File: config.mk
export PLATFORM = sky130hd
export DESIGN_NAME = board_mem_reader_flat
export DESIGN_NICKNAME = d
export VERILOG_FILES = /design/src/rtl/board_mem_reader_pkg.sv /design/src/rtl/board_mem_reader_if.sv /design/src/rtl/btn_debounce.sv /design/src/rtl/board_mem_reader.sv /design/src/flat_wrapper.sv
export SDC_FILE = /design/constraint.sdc
export NUM_CORES = 1
export LEC_CHECK = 0
export ABC_AREA = 1
export BUFFER_PORTS_ARGS = -buffer_cell sky130_fd_sc_hd__buf_2
export CORE_ASPECT_RATIO = 1.1
export CORE_UTILIZATION = 61
export CTS_BUF_LIST = sky130_fd_sc_hd__clkbuf_4
export CTS_CLUSTER_SIZE = 14
export DETAILED_ROUTE_END_ITERATION = 6
export HOLD_SLACK_MARGIN = 0.08
export MAX_ROUTING_LAYER = met4
export PLACE_DENSITY_LB_ADDON = 0.25
export REMOVE_ABC_BUFFERS = 1
export SYNTH_ARGS = -nofsm -noshare
export SYNTH_HDL_FRONTEND = slang
export SYNTH_HIERARCHICAL = 1
export SYNTH_SLANG_ARGS = --single-unit
File: constraint.sdc
create_clock -name clk -period 3.9 [get_ports clk]
set_clock_uncertainty 0.1 [all_clocks]
set_input_delay 0.585 -clock clk [delete_from_list [all_inputs] [get_ports clk]]
set_output_delay 0.585 -clock clk [all_outputs]
set_load 0.005 [all_outputs]
File: src/rtl/board_mem_reader_pkg.sv
// Shared types and constants for the board memory reader.
// FSM encoding, hex glyph table and default parameter values.
package board_mem_reader_pkg;

  typedef enum logic [1:0] {
    ST_IDLE,
    ST_WAIT,
    ST_CAPTURE
  } state_t;

  localparam logic [15:0] DEF_DEBOUNCE_CYCLES = 16'd50000;
  localparam logic [31:0] DEF_SCAN_PERIOD = 32'd50000000;
  localparam logic [15:0] DEF_REFRESH_DIV = 16'd50000;
  localparam int DEF_READ_LATENCY = 1;

  // Active-low {g,f,e,d,c,b,a}; entry 0 is the rightmost slice.
  localparam logic [15:0][6:0] HEX_SEG = {
    7'b0001110, 7'b0000110, 7'b0100001, 7'b1000110,
    7'b0000011, 7'b0001000, 7'b0010000, 7'b0000000,
    7'b1111000, 7'b0000010, 7'b0010010, 7'b0011001,
    7'b0110000, 7'b0100100, 7'b1111001, 7'b1000000
  };

  function automatic logic [6:0] hex_seg(input logic [3:0] v);
    return HEX_SEG[v];
  endfunction

endpackage

File: src/rtl/board_mem_reader_if.sv
// CPU debug-port read bus between the reader and memory.
// The reader drives the address; memory returns the word.
interface board_mem_reader_if;
  logic [5:0]  board_mem_read_addr;
  logic [31:0] board_mem_read_result;

  modport master (
    output board_mem_read_addr,
    input  board_mem_read_result
  );

  modport slave (
    input  board_mem_read_addr,
    output board_mem_read_result
  );
endinterface

File: src/rtl/btn_debounce.sv
// Button conditioner: 2-flop sync, stable-level counter,
// single-cycle pulse on an accepted rising level.
module btn_debounce #(
  parameter logic [15:0] CYCLES = 16'd50000
) (
  input  logic clk,
  input  logic rst_n,
  input  logic raw,
  output logic rise
);

  logic        s1;
  logic        s2;
  logic        level;
  logic [15:0] cnt;
  logic        accept;

  assign accept = ({1'b0, cnt} + 17'd1) >= {1'b0, CYCLES};

  // Sync, count cycles the new level persists, accept and pulse.
  always_ff @(posedge clk) begin
    if (!rst_n) begin
      s1    <= 1'b0;
      s2    <= 1'b0;
      level <= 1'b0;
      cnt   <= '0;
      rise  <= 1'b0;
    end else begin
      s1   <= raw;
      s2   <= s1;
      rise <= 1'b0;
      if (s2 == level) begin
        cnt <= '0;
      end else if (accept) begin
        level <= s2;
        cnt   <= '0;
        rise  <= s2;
      end else begin
        cnt <= cnt + 16'd1;
      end
    end
  end

endmodule

File: src/rtl/board_mem_reader.sv
// Steps a 6-bit debug address, captures the word read back
// and shows half of it on a multiplexed 4-digit display.
module board_mem_reader
  import board_mem_reader_pkg::*;
#(
  parameter logic [15:0] DEBOUNCE_CYCLES = DEF_DEBOUNCE_CYCLES,
  parameter logic [31:0] SCAN_PERIOD = DEF_SCAN_PERIOD,
  parameter logic [15:0] REFRESH_DIV = DEF_REFRESH_DIV,
  parameter int READ_LATENCY = DEF_READ_LATENCY
) (
  input  logic        clk,
  input  logic        rst_n,
  input  logic        btn_next,
  input  logic        btn_prev,
  input  logic        auto_scan,
  input  logic        half_sel,
  board_mem_reader_if.master bus,
  output logic [31:0] shown_word,
  output logic [6:0]  seg,
  output logic [3:0]  an
);

  localparam logic [1:0] LAT = 2'(READ_LATENCY);
  localparam state_t FIRST = (LAT == 2'd0) ? ST_CAPTURE : ST_WAIT;

  logic        nx_p;
  logic        pv_p;
  logic [31:0] scan_cnt;
  logic        scan_tick;
  logic        step_v;
  logic [5:0]  step_d;
  state_t      state;
  logic [1:0]  wait_cnt;
  logic        pend_v;
  logic [5:0]  pend_d;
  logic [5:0]  addr;
  logic [15:0] ref_cnt;
  logic [1:0]  dig;
  logic [1:0]  dig_nx;
  logic [15:0] half;
  logic [3:0]  nib;

  btn_debounce #(.CYCLES(DEBOUNCE_CYCLES)) u_next (
    .clk  (clk),
    .rst_n(rst_n),
    .raw  (btn_next),
    .rise (nx_p)
  );

  btn_debounce #(.CYCLES(DEBOUNCE_CYCLES)) u_prev (
    .clk  (clk),
    .rst_n(rst_n),
    .raw  (btn_prev),
    .rise (pv_p)
  );

  assign scan_tick = auto_scan &&
    ((scan_cnt + 32'd1) >= SCAN_PERIOD);

  // Both buttons together cancel; the tick only fills an empty cycle.
  assign step_v = (nx_p ^ pv_p) | (~nx_p & ~pv_p & scan_tick);
  assign step_d = (nx_p | (~pv_p & scan_tick)) ? 6'd1 : 6'h3F;

  assign bus.board_mem_read_addr = addr;

  // Scan timer runs only while scanning and restarts on any step.
  always_ff @(posedge clk) begin
    if (!rst_n || !auto_scan || step_v) begin
      scan_cnt <= '0;
    end else begin
      scan_cnt <= scan_cnt + 32'd1;
    end
  end

  // Read sequencer with a one-deep pending step; boots with a read of 0.
  always_ff @(posedge clk) begin
    if (!rst_n) begin
      state      <= ST_IDLE;
      wait_cnt   <= '0;
      pend_v     <= 1'b1;
      pend_d     <= '0;
      addr       <= '0;
      shown_word <= '0;
    end else begin
      if (state != ST_IDLE && step_v && !pend_v) begin
        pend_v <= 1'b1;
        pend_d <= step_d;
      end
      unique case (state)
        ST_IDLE: begin
          wait_cnt <= '0;
          if (pend_v) begin
            addr   <= addr + pend_d;
            pend_v <= step_v;
            pend_d <= step_d;
            state  <= FIRST;
          end else if (step_v) begin
            addr  <= addr + step_d;
            state <= FIRST;
          end
        end
        ST_WAIT: begin
          if (wait_cnt == LAT - 2'd1) begin
            state <= ST_CAPTURE;
          end else begin
            wait_cnt <= wait_cnt + 2'd1;
          end
        end
        ST_CAPTURE: begin
          shown_word <= bus.board_mem_read_result;
          state      <= ST_IDLE;
        end
        default: state <= ST_IDLE;
      endcase
    end
  end

  assign dig_nx = dig + 2'd1;
  assign half = half_sel ? shown_word[31:16] : shown_word[15:0];
  assign nib = half[{dig_nx, 2'b00} +: 4];

  // Digit multiplexer; glyph and enable change only at refresh.
  always_ff @(posedge clk) begin
    if (!rst_n) begin
      ref_cnt <= '0;
      dig     <= '0;
      an      <= 4'b1110;
      seg     <= hex_seg(4'h0);
    end else if (({1'b0, ref_cnt} + 17'd1) >= {1'b0, REFRESH_DIV}) begin
      ref_cnt <= '0;
      dig     <= dig_nx;
      an      <= ~(4'b0001 << dig_nx);
      seg     <= hex_seg(nib);
    end else begin
      ref_cnt <= ref_cnt + 16'd1;
    end
  end

endmodule

File: src/flat_wrapper.sv
// flat-port wrapper written by rule: the top's interface ports become plain ports
module board_mem_reader_flat import board_mem_reader_pkg::*;
#(
  parameter logic [15:0] DEBOUNCE_CYCLES = DEF_DEBOUNCE_CYCLES,
  parameter logic [31:0] SCAN_PERIOD = DEF_SCAN_PERIOD,
  parameter logic [15:0] REFRESH_DIV = DEF_REFRESH_DIV,
  parameter int READ_LATENCY = DEF_READ_LATENCY
)
  (clk, rst_n, btn_next, btn_prev, auto_scan, half_sel, shown_word, seg, an, bus_board_mem_read_addr, bus_board_mem_read_result);
  board_mem_reader_if bus_i ();
  input  logic clk;
  input  logic rst_n;
  input  logic btn_next;
  input  logic btn_prev;
  input  logic auto_scan;
  input  logic half_sel;
  output logic [31:0] shown_word;
  output logic [6:0] seg;
  output logic [3:0] an;
  output wire logic [$bits(bus_i.board_mem_read_addr)-1:0] bus_board_mem_read_addr;
  input wire logic [$bits(bus_i.board_mem_read_result)-1:0] bus_board_mem_read_result;
  assign bus_board_mem_read_addr = bus_i.board_mem_read_addr;
  assign bus_i.board_mem_read_result = bus_board_mem_read_result;
  board_mem_reader #(.DEBOUNCE_CYCLES(DEBOUNCE_CYCLES), .SCAN_PERIOD(SCAN_PERIOD), .REFRESH_DIV(REFRESH_DIV), .READ_LATENCY(READ_LATENCY)) u_core (.clk(clk), .rst_n(rst_n), .btn_next(btn_next), .btn_prev(btn_prev), .auto_scan(auto_scan), .half_sel(half_sel), .bus(bus_i), .shown_word(shown_word), .seg(seg), .an(an));
endmodule
Word-level counts from Yosys, hierarchy flattened
Memory sizes are Yosys's and may differ from the RTL's. A register that Yosys moved wholly into a read port is not among the register bits.
Index checks and enable logic that the tools add are counted.
- ROM bits: 112
- memories: 1
- bits of input ports: 38
- register bits: 143
- logic and storage cells: 99
- output and inout bits: 49
- reduce and logical (&&, ||, !) cells: 24
- mux-type cells: 16
- order comparisons: 4
- add/subtract/negate cells: 11
- bitwise operators: 14
- shift-type cells: 2
- equality and inequality tests: 7
- memories (memory ; depth ; bits a word ; rd ports ; clocked after Yosys merged registers in ; write ports ; RTL line ; source):
    (no name shown) ; 16 ; 7 ; 1 ; 1 ; 0 ; board_mem_reader_pkg.sv:25 ; return HEX_SEG[v];
- operator list (cell ; count):
    $add 16x1->17 const B ; 3
    $ge 17x16->1 const B ; 3
    $add 16x1->16 const B ; 3
    $mux 6 ; 6
    $add 32x1->32 const B ; 1
    $ge 32x26->1 const B ; 1
    $mux 16 ; 1
    $shiftx 16x5->4 ; 1
    $add 6x6->6 ; 2
    $reduce_or 3->1 ; 4
    $reduce_and 2->1 ; 5
    $mux 2 ; 4
    $pmux 2 s2 ; 2
    $not 1->1 ; 7
    $reduce_bool 2->1 ; 3
    $add 2x1->2 const B ; 2
    $logic_not 1->1 ; 4
    $logic_not 2->1 ; 2
    $not 4->4 ; 1
    $shl 1x2->4 const A ; 1
    $and 1x1->1 ; 3
    $logic_and 1x1->1 ; 3
    $mux 1 ; 3
    $ne 3x1->1 const B ; 1
    other kinds (9) ; 12

Longest topological paths before layout
Gate-level depths: netlist of the first run.
- word-level depth: 10
- gate-level depth with buffers: 30
- mapped depth without buffers: 30

By module
Netlist of the first run, hierarchy kept.
- by module, submodules not included (module ; cells each ; area each (um2) ; seq. area each (um2) ; instances):
    board_mem_reader ; 816 ; 5609.1 ; 2202.1 ; 1
    btn_debounce ; 170 ; 1163.6 ; 400.4 ; 2

Least setup slack after synthesis of the first run
No wires, ideal clock.
- kind: reg-to-reg
- start point: register u_core.scan_cnt[0]
- end point: register u_core.addr[5] (netlist: u_core/bus.board_mem_read_addr[5])
- clock period less this slack: 3.215 ns
- buffers on the path: 0
- slack: 0.685 ns
- setup time: 0.113 ns
- data required time: 3.687 ns
- data arrival time: 3.002 ns
- cell stages (with the launch flop): 27
- path through: dfxtp_1 > ha_1 > nand3_1 > inv_2 > nand3_2 > nor2_2 > xor2_1 > nand2_1 > nor3_1 > nand2_1 > nand2_1 > nand3_1 > nand2_1 > nand2_1 > o21ai_0 > inv_1 > ha_1 > nand3_1 > nand2_1 > a21oi_1 > inv_1 > a21oi_1 > nand3_1 > nand3_1 > nand2_1 > nand2_1 > nor2_1
- cells in the longest elaborated chain, start to end: 9
- elaborated cells between the ends (all ways): 13
- classes of those cells: 2 x add/sub; 1 x order compare; 3 x mux; 4 x bitwise; 3 x reduce/logical
- ends and longest elaborated chain (item ; RTL line ; source):
    start, declared ; board_mem_reader.sv:28 ; logic [31:0] scan_cnt;
    start signal, assigned ; board_mem_reader.sv:71 ; scan_cnt <= scan_cnt + 32'd1;
    $add 32x1->32 * ; board_mem_reader.sv:58 ; ((scan_cnt + 32'd1) >= SCAN_PERIOD);
    $ge 32x26->1 * ; board_mem_reader.sv:58 ;
    $logic_and 1x1->1 * ; board_mem_reader.sv:57 ; assign scan_tick = auto_scan &&
    $and 1x1->1 ; board_mem_reader.sv:62 ; assign step_d = (nx_p | (~pv_p & scan_tick)) ? 6'd1 : 6'h3F;
    $or 1x1->1 ; board_mem_reader.sv:62 ;
    $mux 6 ; board_mem_reader.sv:62 ;
    $add 6x6->6 ; board_mem_reader.sv:98 ; addr <= addr + step_d;
    $mux 6 ; board_mem_reader.sv:97 ; end else if (step_v) begin
    $mux 6 ; board_mem_reader.sv:92 ; if (pend_v) begin
    end signal, assigned ; board_mem_reader.sv:93 ; addr <= addr + pend_d;
    end signal, assigned ; board_mem_reader.sv:98 ;
    end, declared ; board_mem_reader.sv:36 ; logic [5:0] addr;
Mark *: on every way between the ends. The rest lies on a longest branch, timed or not. The select of a mux whose other input is x is not followed.
A chain may end at the register's enable or synchronous reset.

Worst setup path in the final report of the first run
Ends and elaborated chain as after synthesis.

==> results.json, run 1 <==
{
  "leakage_nw": 3.759,
  "core_area_mm2": 0.01264,
  "totalNegativeSetupSlack_ns": 0,
  "worstPathArrival_ns": 3.87,
  "syn_area_per_cell_um2": 6.865,
  "routed_wl_um": 16410,
  "drt-initial-drc-count": 339,
  "final.min_clock_period_ns": 3.470,
  "fmax_mhz": 288.2,
  "crit_top_cell": "nand2_1",
  "cts-root-buf": "clkbuf_4",
  "grt_pass1_vias": 6564,
  "firstDrtPassIters": 5,
  "ys_types": 44,
  "gp_congestion": 0.8442,
  "antenna_found_initial": 0,
  "path_depth": 27,
  "num_antenna_cells": 0,
  "fin_nets": 1307,
  "worstPathRequired_ns": 4.30,
  "hold_violations": 0,
  "clk_latency_ns": 0.56,
  "vias": 7316,
  "tightest_slew_ns": 0.9396,
  "critPathTopFamily": "simple AND/OR/NAND/NOR gates",
  "cp-end-kind": "flop",
  "synth_top_area_share_pct": 37.84,
  "async_flop_share_pct": 0,
  "clock_sinks": 150,
  "synth_area_leader_cell": "dfxtp_1",
  "r2r_cells": 27,
  "rsz0062_at_grt": "false",
  "grt_max_degree": 41,
  "outcome": "completed",
  "vias_per_cell": 5.174,
  "whs_ns": 0.1402,
  "yosysMostFrequentCell": "nand2_1",
  "grt_pass1_wl_um": 27920,
  "path_class": "reg2reg",
  "synth_area_leaders": "dfxtp_1, nand2_1, nor2_1",
  "synthCells": 1156,
  "portBuffers": 86,
  "cap_violations": 0,
  "wire_per_inst_um": 11.61,
  "startpoint_type": "flop",
  "synth-warning-count": 6,
  "clk_pin_slew_ns": 0.13,
  "p_per_area_mw_per_mm2": 332.0,
  "ys.flop_type": "dfxtp_1",
  "syn_area_mm2": 0.007936,
  "ant_nets": 0,
  "post-route-period-util_pct": 88.97,
  "setup_viol": 0,
  "cts_buffer_depth": 2,
  "critPathMaxFanout": 5,
  "synth_seq_area_share_pct": 37.84,
  "grt_usage_pct": 25.82,
  "cts_tree": "yes",
  "hold_path_class": "in2reg",
  "start_util_pct": 62.77,
  "grt_overflow": 0,
  "die-width_um": 110.8,
  "maxSlewViolCount": 0,
  "cp_slowest_cell": "dfxtp_2",
  "io_pins": 87,
  "dieArea_mm2": 0.01347,
  "area_growth_pct": 10.94,
  "die_h_um": 121.6,
  "drive_gt1_share_pct": 17.82,
  "hpwl_um": 11960,
  "total_power_mw": 2.923,
  "drc": 0,
  "ys_ff_latch": 150,
  "cts_buffers": 17,
  "critPathBufInv": 4,
  "synth_edf_count": 0,
  "yosys-top-cells-count": "nand2_1, nor2_1, dfxtp_1",
  "slew_headroom_pct": 37.29,
  "rows": 43,
  "crit_path_max_incr_delay_ns": 0.37,
  "htreeDepth": 4,
  "min_path_cells": 3,
  "vdd_drop_max_mv": 0.2402
}
==> where the power goes <==
part	leakage, nW	internal (mW)	switching, mW
logic	2.39	0.118	0.175
registers	1.22	1.58	0.0359
clock network	0.152	0.447	0.568
total	3.76	2.14	0.778
==> final timing paths <==
path                                               startpoint                                 to  slack, ns
worst min-delay path            bus_board_mem_read_result[19]              u_core/shown_word[19]       0.14
worst max-delay path                       u_core/scan_cnt[0]  u_core/bus.board_mem_read_addr[5]       0.43
worst min register to register               u_core/u_next/s1                   u_core/u_next/s2       0.32
worst max register to register             u_core/scan_cnt[0]  u_core/bus.board_mem_read_addr[5]       0.43
==> through the flow <==
| step | utilization [%] | instances | cell area, um2 | setup slack (ns) |
|---|---|---|---|---|
| global placement | 66.73 | 1379 | 8437 | 0.4219 |
| floorplan | - | 1132 | 7780 | 0.6889 |
| finish | 69.64 | 1414 | 8805 | 0.4301 |
| detailed placement | 66.73 | 1379 | 8437 | 0.3054 |
| global route | 69.64 | 1414 | 8805 | 0.01479 |
| CTS | 69.31 | 1413 | 8763 | 0.2573 |
==> cell usage in the layout (no fill, tap or decap), drive strengths merged <==
master       Yosys  routed
nand3           58      58
xor2            19      19
dlygate4sd3      0       2
clkinv           3       8
inv            133     136
a21oi           37      37
o21bai           5       5
o211ai           4       4
o21ai           80      80
clkbuf          15      17
a31oi            1       1
nor4             2       2
o22ai            6       6
a211oi           1       1
o221ai           2       2
xnor2           14      14
nand3b           9       9
dfxtp          150     150
clkinvlp         0       4
fa               1       1
nor2           287     287
nand4           10      10
a32o             1       1
bufinv           0       3
o21a             1       1
nand2          267     267
nor4b            1       1
buf              9      91
ha              24      24
nor3b            1       1
or2              4       4
a21boi           1       1
nor3            10      10
==> what timing repair did <==
item                       CTS  global route
buffers inserted             0             1
hold endpoints to repair     2             0
hold buffers                 2             0
gates resized for setup      0            15
setup endpoints to repair    0             1
==> metal layers <==
| layer | part of all wire [%] | track usage [%] | routed length (um) |
|---|---|---|---|
| met3 | 4.2 | 5.721 | 696 |
| met4 | 2.1 | 11.00 | 339 |
| met5 | 0 | - | 0 |
| met2 | 47 | 43.48 | 7698 |
| met1 | 47 | 29.81 | 7678 |
==> cell families after synthesis <==
group / after synthesis / share of synthesized area, %
buffers and inverters: 160 / 8.434
DFF: 150 / 37.84
AOI/OAI and AO/OA: 139 / 9.554
adders and majority gates: 25 / 4.036
xor gates and xnor gates: 33 / 3.642
and+or+nand+nor: 649 / 36.50
==> sequential cells by signal (all words and copies together) (netlist names), 2 cells and up <==
name and count:
u_core/an 4, u_core/bus.board_mem_read_addr 6, u_core/dig 2, u_core/pend_d 6, u_core/ref_cnt 16, u_core/scan_cnt 32
u_core/seg 7, u_core/shown_word 32, u_core/state 2, u_core/u_next/cnt 16, u_core/u_prev/cnt 16, u_core/wait_cnt 2
==> layout make-up <==
class	count	area (um2)
clock inverters	15	178.9
fillers	1120	3839
inverters	136	513.0
clock buffers	17	127.6
well taps	157	196.4
multi-input cells	846	4290
repair buffers	93	488.0
flip-flops and latches	150	3010
==> worst reg2reg max path, delay by kind of cell (launching register included) <==
family | cells | cell delay [ns]
AO/OA/AOI/OAI | 3 | 0.39
XOR/XNOR | 1 | 0.19
adder cells (fa/ha/maj) | 2 | 0.49
buffers and inverters | 4 | 0.31
flip-flops | 1 | 0.37
AND/OR/NAND/NOR | 17 | 1.58
Note: power is estimated with default switching activity, not from simulation.
==> inputs of run 2 (changes only) <==
Settings changed: REMOVE_ABC_BUFFERS 1 to default.
Clock period 3.9 ns to 3.55 ns, I/O delays scaled along.
==> results.json, run 2 (same netlist as run 1, synthesis figures left out) <==
{
  "layout_setup_ws_ns": 0.08646,
  "antenna_found_initial": 1,
  "rows": 43,
  "slew_headroom_pct": 33.09,
  "start_util_pct": 62.77,
  "startpoint_type": "flop",
  "cts_tree": "yes",
  "io_pins": 87,
  "ant_nets": 0,
  "die_h_um": 121.6,
  "final.min_clock_period_ns": 3.464,
  "drt-initial-drc-count": 621,
  "outcome": "completed",
  "cap_violations": 0,
  "grt_usage_pct": 28.33,
  "grt_overflow": 0,
  "vdd_drop_max_mv": 0.2946,
  "dieArea_mm2": 0.01347,
  "area_growth_pct": 19.91,
  "critPathMaxFanout": 4,
  "largestRegisters": "u_core/scan_cnt (32), u_core/shown_word (32)",
  "hold_path_class": "in2reg",
  "path_class": "reg2reg",
  "clk_latency_ns": 0.55,
  "fmax_mhz": 288.7,
  "cts_buffer_depth": 2,
  "die-width_um": 110.8,
  "stdcell_count": 1470,
  "post-place-ws_ns": 0.03035,
  "fin_nets": 1362,
  "grt_pass1_vias": 7066,
  "drc": 0,
  "whs_ns": 0.1099,
  "gp_congestion": 0.8651,
  "hold_violations": 0,
  "clock_sinks": 150,
  "clk_pin_slew_ns": 0.13,
  "leakage_nw": 4.076,
  "post-route-period-util_pct": 97.56,
  "core_area_mm2": 0.01264,
  "worstPathArrival_ns": 3.86,
  "total_power_mw": 3.299,
  "cts_buffers": 17,
  "grt_pass1_wl_um": 30790,
  "wire_per_inst_um": 13.28,
  "maxSlewViolCount": 0,
  "firstDrtPassIters": 5,
  "drive_gt1_share_pct": 22.64,
  "portBuffers": 86,
  "grt_max_degree": 41,
  "layout_common_cells": "nand2_1, nor2_1, dfxtp_1, inv_1, buf_2",
  "routed_wl_um": 19520,
  "tightest_slew_ns": 1.003,
  "hpwl_um": 12150,
  "vias": 7798,
  "worstPathRequired_ns": 3.94,
  "htreeDepth": 4,
  "cp-end-kind": "flop",
  "setup_viol": 0,
  "syn-num-nets": 1219,
  "p_per_area_mw_per_mm2": 346.6,
  "placed_area_mm2": 0.008474,
  "fin_area_mm2": 0.009517,
  "layout_commonest_cell": "nand2_1",
  "dp_cells": 1384,
  "cts-root-buf": "clkbuf_4",
  "vias_per_cell": 5.305
}
[run 2: cell types whose count changed in the layout (fill, tap and decap cells not counted), moves of 5 or more]
cell,delta
nand2_2,+10
dfxtp_4,+7
nor2_1,-11
buf_4,+27
dfxtp_1,-8
nand3_1,-6
nor2_2,+5
dlygate4sd3_1,+26
nor2_4,+6
nand2_1,-11
[run 2: report_power, final]
group	internal [mW]	leakage, nW	switching (mW)
sequential	1.73	1.23	0.0442
clock	0.491	0.156	0.642
combinational	0.167	2.69	0.224
total	2.39	4.08	0.910
[run 2: critical path, stage by stage, from the launching register on]
cell and delay, ns:
dfxtp_2 0.39, nand2_1 0.11, nor2_4 0.15, nand2_1 0.12, nor2_4 0.18, buf_4 0.14, nand2_1 0.06, nand2_1 0.08
nand2_1 0.06, nor2_1 0.12, nand3_2 0.11, nor2_2 0.13, nand2_2 0.07, nand3_2 0.09, nand3_2 0.11, nand2_2 0.10
ha_4 0.21, a21oi_2 0.17, nand2_2 0.11, a21oi_2 0.16, inv_1 0.06, a21oi_2 0.14, inv_1 0.05, nand2_1 0.07
nand3_2 0.07, nand2_1 0.07, nand2_1 0.04, nor2_1 0.12
[run 2: final cells by class]
class	instances	area (um2)
clock buffer	17	127.6
sequential	150	3038
clock inverter	15	178.9
timing repair buffer	148	973.4
multi-input combinational	846	4487
tap	157	196.4
fill	922	3127
inverter	136	513.0
antenna	1	2.502
[run 2: final timing paths]
path | from | endpoint | slack (ns) | cells after the start
worst min-delay path | bus_board_mem_read_result[4] | u_core/shown_word[4] | 0.11 | 3
worst max register to register | u_core/scan_cnt[11] | u_core/bus.board_mem_read_addr[5] | 0.09 | 27
worst min register to register | u_core/u_prev/s1 | u_core/u_prev/s2 | 0.32 | 2
worst max-delay path | u_core/scan_cnt[11] | u_core/bus.board_mem_read_addr[5] | 0.09 | 27
[run 2: per-stage QoR]
step                      setup TNS [ns]  utilization, %
final                                  0           75.27
after global routing             -0.2472           75.27
after CTS                              0           71.84
after detailed placement               0           67.03
after global placement                 0           67.03
after floorplan                        0               -
[run 2: routing by layer]
layer	wire length (um)	GRT usage (%)	part of all wire (%)	up-vias
met2	9587	48.60	49	277
met1	8377	33.68	43	3564
met3	1175	5.274	6.0	35
li1	-	-	-	3922
met5	0	-	0	-
met4	378	9.250	1.9	0
[run 2: repair_timing]
item,in CTS,in global routing
hold buffers,28,0
gates resized for setup,5,73
endpoints found under the hold margin,28,0
setup buffers,1,24
endpoints found under the setup margin,1,2
pin swaps,1,33
==> inputs of run 3 (changes only) <==
Settings changed: ABC_AREA 1 to default.
==> results.json, run 3 <==
{
  "cts-root-buf": "clkbuf_4",
  "vias_per_cell": 5.788,
  "ys.flop_type": "dfxtp_1",
  "stdcell_count": 1282,
  "layout_setup_ws_ns": -0.5953,
  "tightest_slew_ns": 0.7510,
  "path_class": "reg2reg",
  "r2r_cells": 19,
  "area_growth_pct": 24.33,
  "fin_nets": 1170,
  "grt_max_degree": 41,
  "yosys-top-cells-count": "dfxtp_1, nand2_1, nor2_1",
  "rows": 44,
  "worstPathRequired_ns": 3.89,
  "syn_area_mm2": 0.008297,
  "portBuffers": 86,
  "vias": 7420,
  "totalNegativeSetupSlack_ns": -1.104,
  "synth_area_leader_cell": "dfxtp_1",
  "cts_buffers": 17,
  "synth_edf_count": 0,
  "core_area_mm2": 0.01321,
  "min_path_cells": 3,
  "final.min_clock_period_ns": 4.145,
  "synthCells": 902,
  "crit_start": "u_core/scan_cnt[14]",
  "die-width_um": 113.2,
  "async_flop_share_pct": 0,
  "critPathMaxFanout": 4,
  "synth_area_leaders": "dfxtp_1, nand2_1, xnor2_1",
  "maxSlewViolCount": 0,
  "clk_latency_ns": 0.57,
  "setup_viol": 3,
  "ys_types": 99,
  "layout_common_cells": "dfxtp_1, nand2_1, buf_4, buf_2, nor2_1",
  "synth_top_area_share_pct": 36.19,
  "violations": "negative setup slack",
  "clk_pin_slew_ns": 0.14,
  "grt_pass1_wl_um": 32710,
  "layout_commonest_cell": "dfxtp_1",
  "startpoint_type": "flop",
  "cts_buffer_depth": 2,
  "min_to": "u_core/shown_word[5]",
  "synth_seq_area_share_pct": 36.19,
  "syn_area_per_cell_um2": 9.198,
  "yosysMostFrequentCell": "dfxtp_1",
  "r2r_start": "u_core/scan_cnt[14]",
  "slew_headroom_pct": 49.82,
  "cts_tree": "yes",
  "ys_ff_latch": 150,
  "start_util_pct": 62.79,
  "grt_overflow": 0,
  "syn-num-nets": 965,
  "antenna_found_initial": 1,
  "io_pins": 87,
  "clock_sinks": 150,
  "firstDrtPassIters": 5,
  "ant_nets": 0,
  "drc": 0,
  "hpwl_um": 12450,
  "p_per_area_mw_per_mm2": 321.9,
  "reg2reg_slack_ns": -0.60,
  "htreeDepth": 4,
  "outcome": "finished, violations left",
  "worstPathArrival_ns": 4.48,
  "min-delay-start": "bus_board_mem_read_result[5]",
  "die_h_um": 124.3,
  "synth-warning-count": 6,
  "drive_gt1_share_pct": 35.18,
  "dp_cells": 1202,
  "drt-initial-drc-count": 507,
  "grt_pass1_vias": 7043,
  "routed_wl_um": 20210,
  "timing.rr.end": "u_core/bus.board_mem_read_addr[5]",
  "post-route-period-util_pct": 116.8,
  "rsz0062_at_grt": "true",
  "gp_congestion": 0.9100,
  "wire_per_inst_um": 15.77,
  "fmax_mhz": 241.2,
  "largestRegisters": "u_core/scan_cnt (32), u_core/shown_word (32)",
  "vdd_drop_max_mv": 0.3246,
  "hold_path_class": "in2reg",
  "grt_usage_pct": 29.70,
  "cap_violations": 0,
  "cp-end-kind": "flop",
  "leakage_nw": 4.020,
  "dieArea_mm2": 0.01407,
  "hold_violations": 0
}
## run 3: cell count changes after synthesis, moves of 12 or more
cell,previous run,this run
nor2_1,245,59
nand2_1,251,121
inv_1,122,29
o21ai_0,74,12
xnor2_1,14,47
nor3_2,1,22
a21oi_1,35,54
mux2i_1,0,19
nand3_1,50,35
nand2_2,14,0
nor2_4,15,1
xor2_1,19,31
## run 3: power by group
group | internal (mW) | total [mW] | switching, mW
sequential | 1.73 | 1.79 | 0.0530
combinational | 0.259 | 0.497 | 0.237
clock | 0.428 | 1.04 | 0.610
## run 3: how the worst max path moves through the flow
stage | endpoint | slack (ns) | cells after the start
3_5_place_dp | u_core/bus.board_mem_read_addr[5] | -0.62 | 19
4_1_cts | u_core/bus.board_mem_read_addr[5] | -0.48 | 19
5_1_grt | u_core/bus.board_mem_read_addr[5] | -0.82 | 19
3_3_place_gp | u_core/bus.board_mem_read_addr[5] | -0.52 | 19
2_1_floorplan | u_core/bus.board_mem_read_addr[5] | -0.62 | 20
6_report | u_core/bus.board_mem_read_addr[5] | -0.60 | 19
## run 3: what timing repair did
action | CTS | global route
pin swaps | 16 | 13
resized for setup | 14 | 18
hold buffers | 25 | 0
endpoints found under the setup margin | 3 | 16
setup buffers | 8 | 15
hold endpoints to repair | 25 | 0
## run 3: per-layer routing
layer	part of all wire [%]	up-vias	global-route usage, %
met4	3.4	0	13.39
met3	4.8	57	4.720
met1	41	3508	33.56
met2	51	239	51.35
li1	-	3616	-
met5	0	-	-
## run 3: critical path, stage by stage (launching register included)
cell	delay [ns]
dfxtp_4	0.39
nand4_4	0.11
or4_1	0.56
nor4_1	0.33
xnor2_1	0.18
nor3b_4	0.19
o31a_2	0.37
o21ai_4	0.14
and2_4	0.17
inv_2	0.04
ha_4	0.19
a21o_1	0.18
a21oi_2	0.13
nor2b_1	0.06
o21ai_1	0.09
or2b_4	0.29
nand3_2	0.08
a31oi_1	0.06
a311oi_1	0.28
nand3_1	0.10
## run 3: cell families (layout without fill, tap and decap cells)
kind of cell / count (synthesis) / count (layout) / synth area share (%)
compound gates: 138 / 138 / 12.59
xor+xnor: 79 / 79 / 8.430
simple gates: 405 / 405 / 29.27
buf+inv: 74 / 292 / 4.524
other cells: 0 / 1 / 0
flops: 150 / 150 / 36.19
mux: 30 / 30 / 5.007
fa+ha+maj: 26 / 26 / 3.981
## run 3: stage by stage
| step | power [mW] | util [%] | setup slack [ns] | area [um2] | hold WS [ns] |
|---|---|---|---|---|---|
| 5_1_grt | 3.473 | 78.07 | -0.8187 | 10310 | 0.08989 |
| 6_report | 3.320 | 78.07 | -0.5953 | 10310 | 0.1091 |
| 2_1_floorplan | 2.077 | - | -0.6169 | 8392 | 0.3118 |
| 4_1_cts | 3.289 | 76.61 | -0.4836 | 10120 | 0.08040 |
| 3_5_place_dp | 2.227 | 71.82 | -0.6170 | 9489 | 0.3366 |
| 3_3_place_gp | 2.215 | 71.82 | -0.5232 | 9489 | 0.3158 |
## run 3: layout make-up
type                            instances  area [um2]
Antenna cell                            1       2.502
Clock buffer                           19       142.6
Clock inverter                         13       131.4
Fill cell                             853        2898
Inverter                               30       112.6
Multi-Input combinational cell        678        5102
Sequential cell                       150        3033
Tap cell                              161       201.4
Timing Repair Buffer                  230        1589
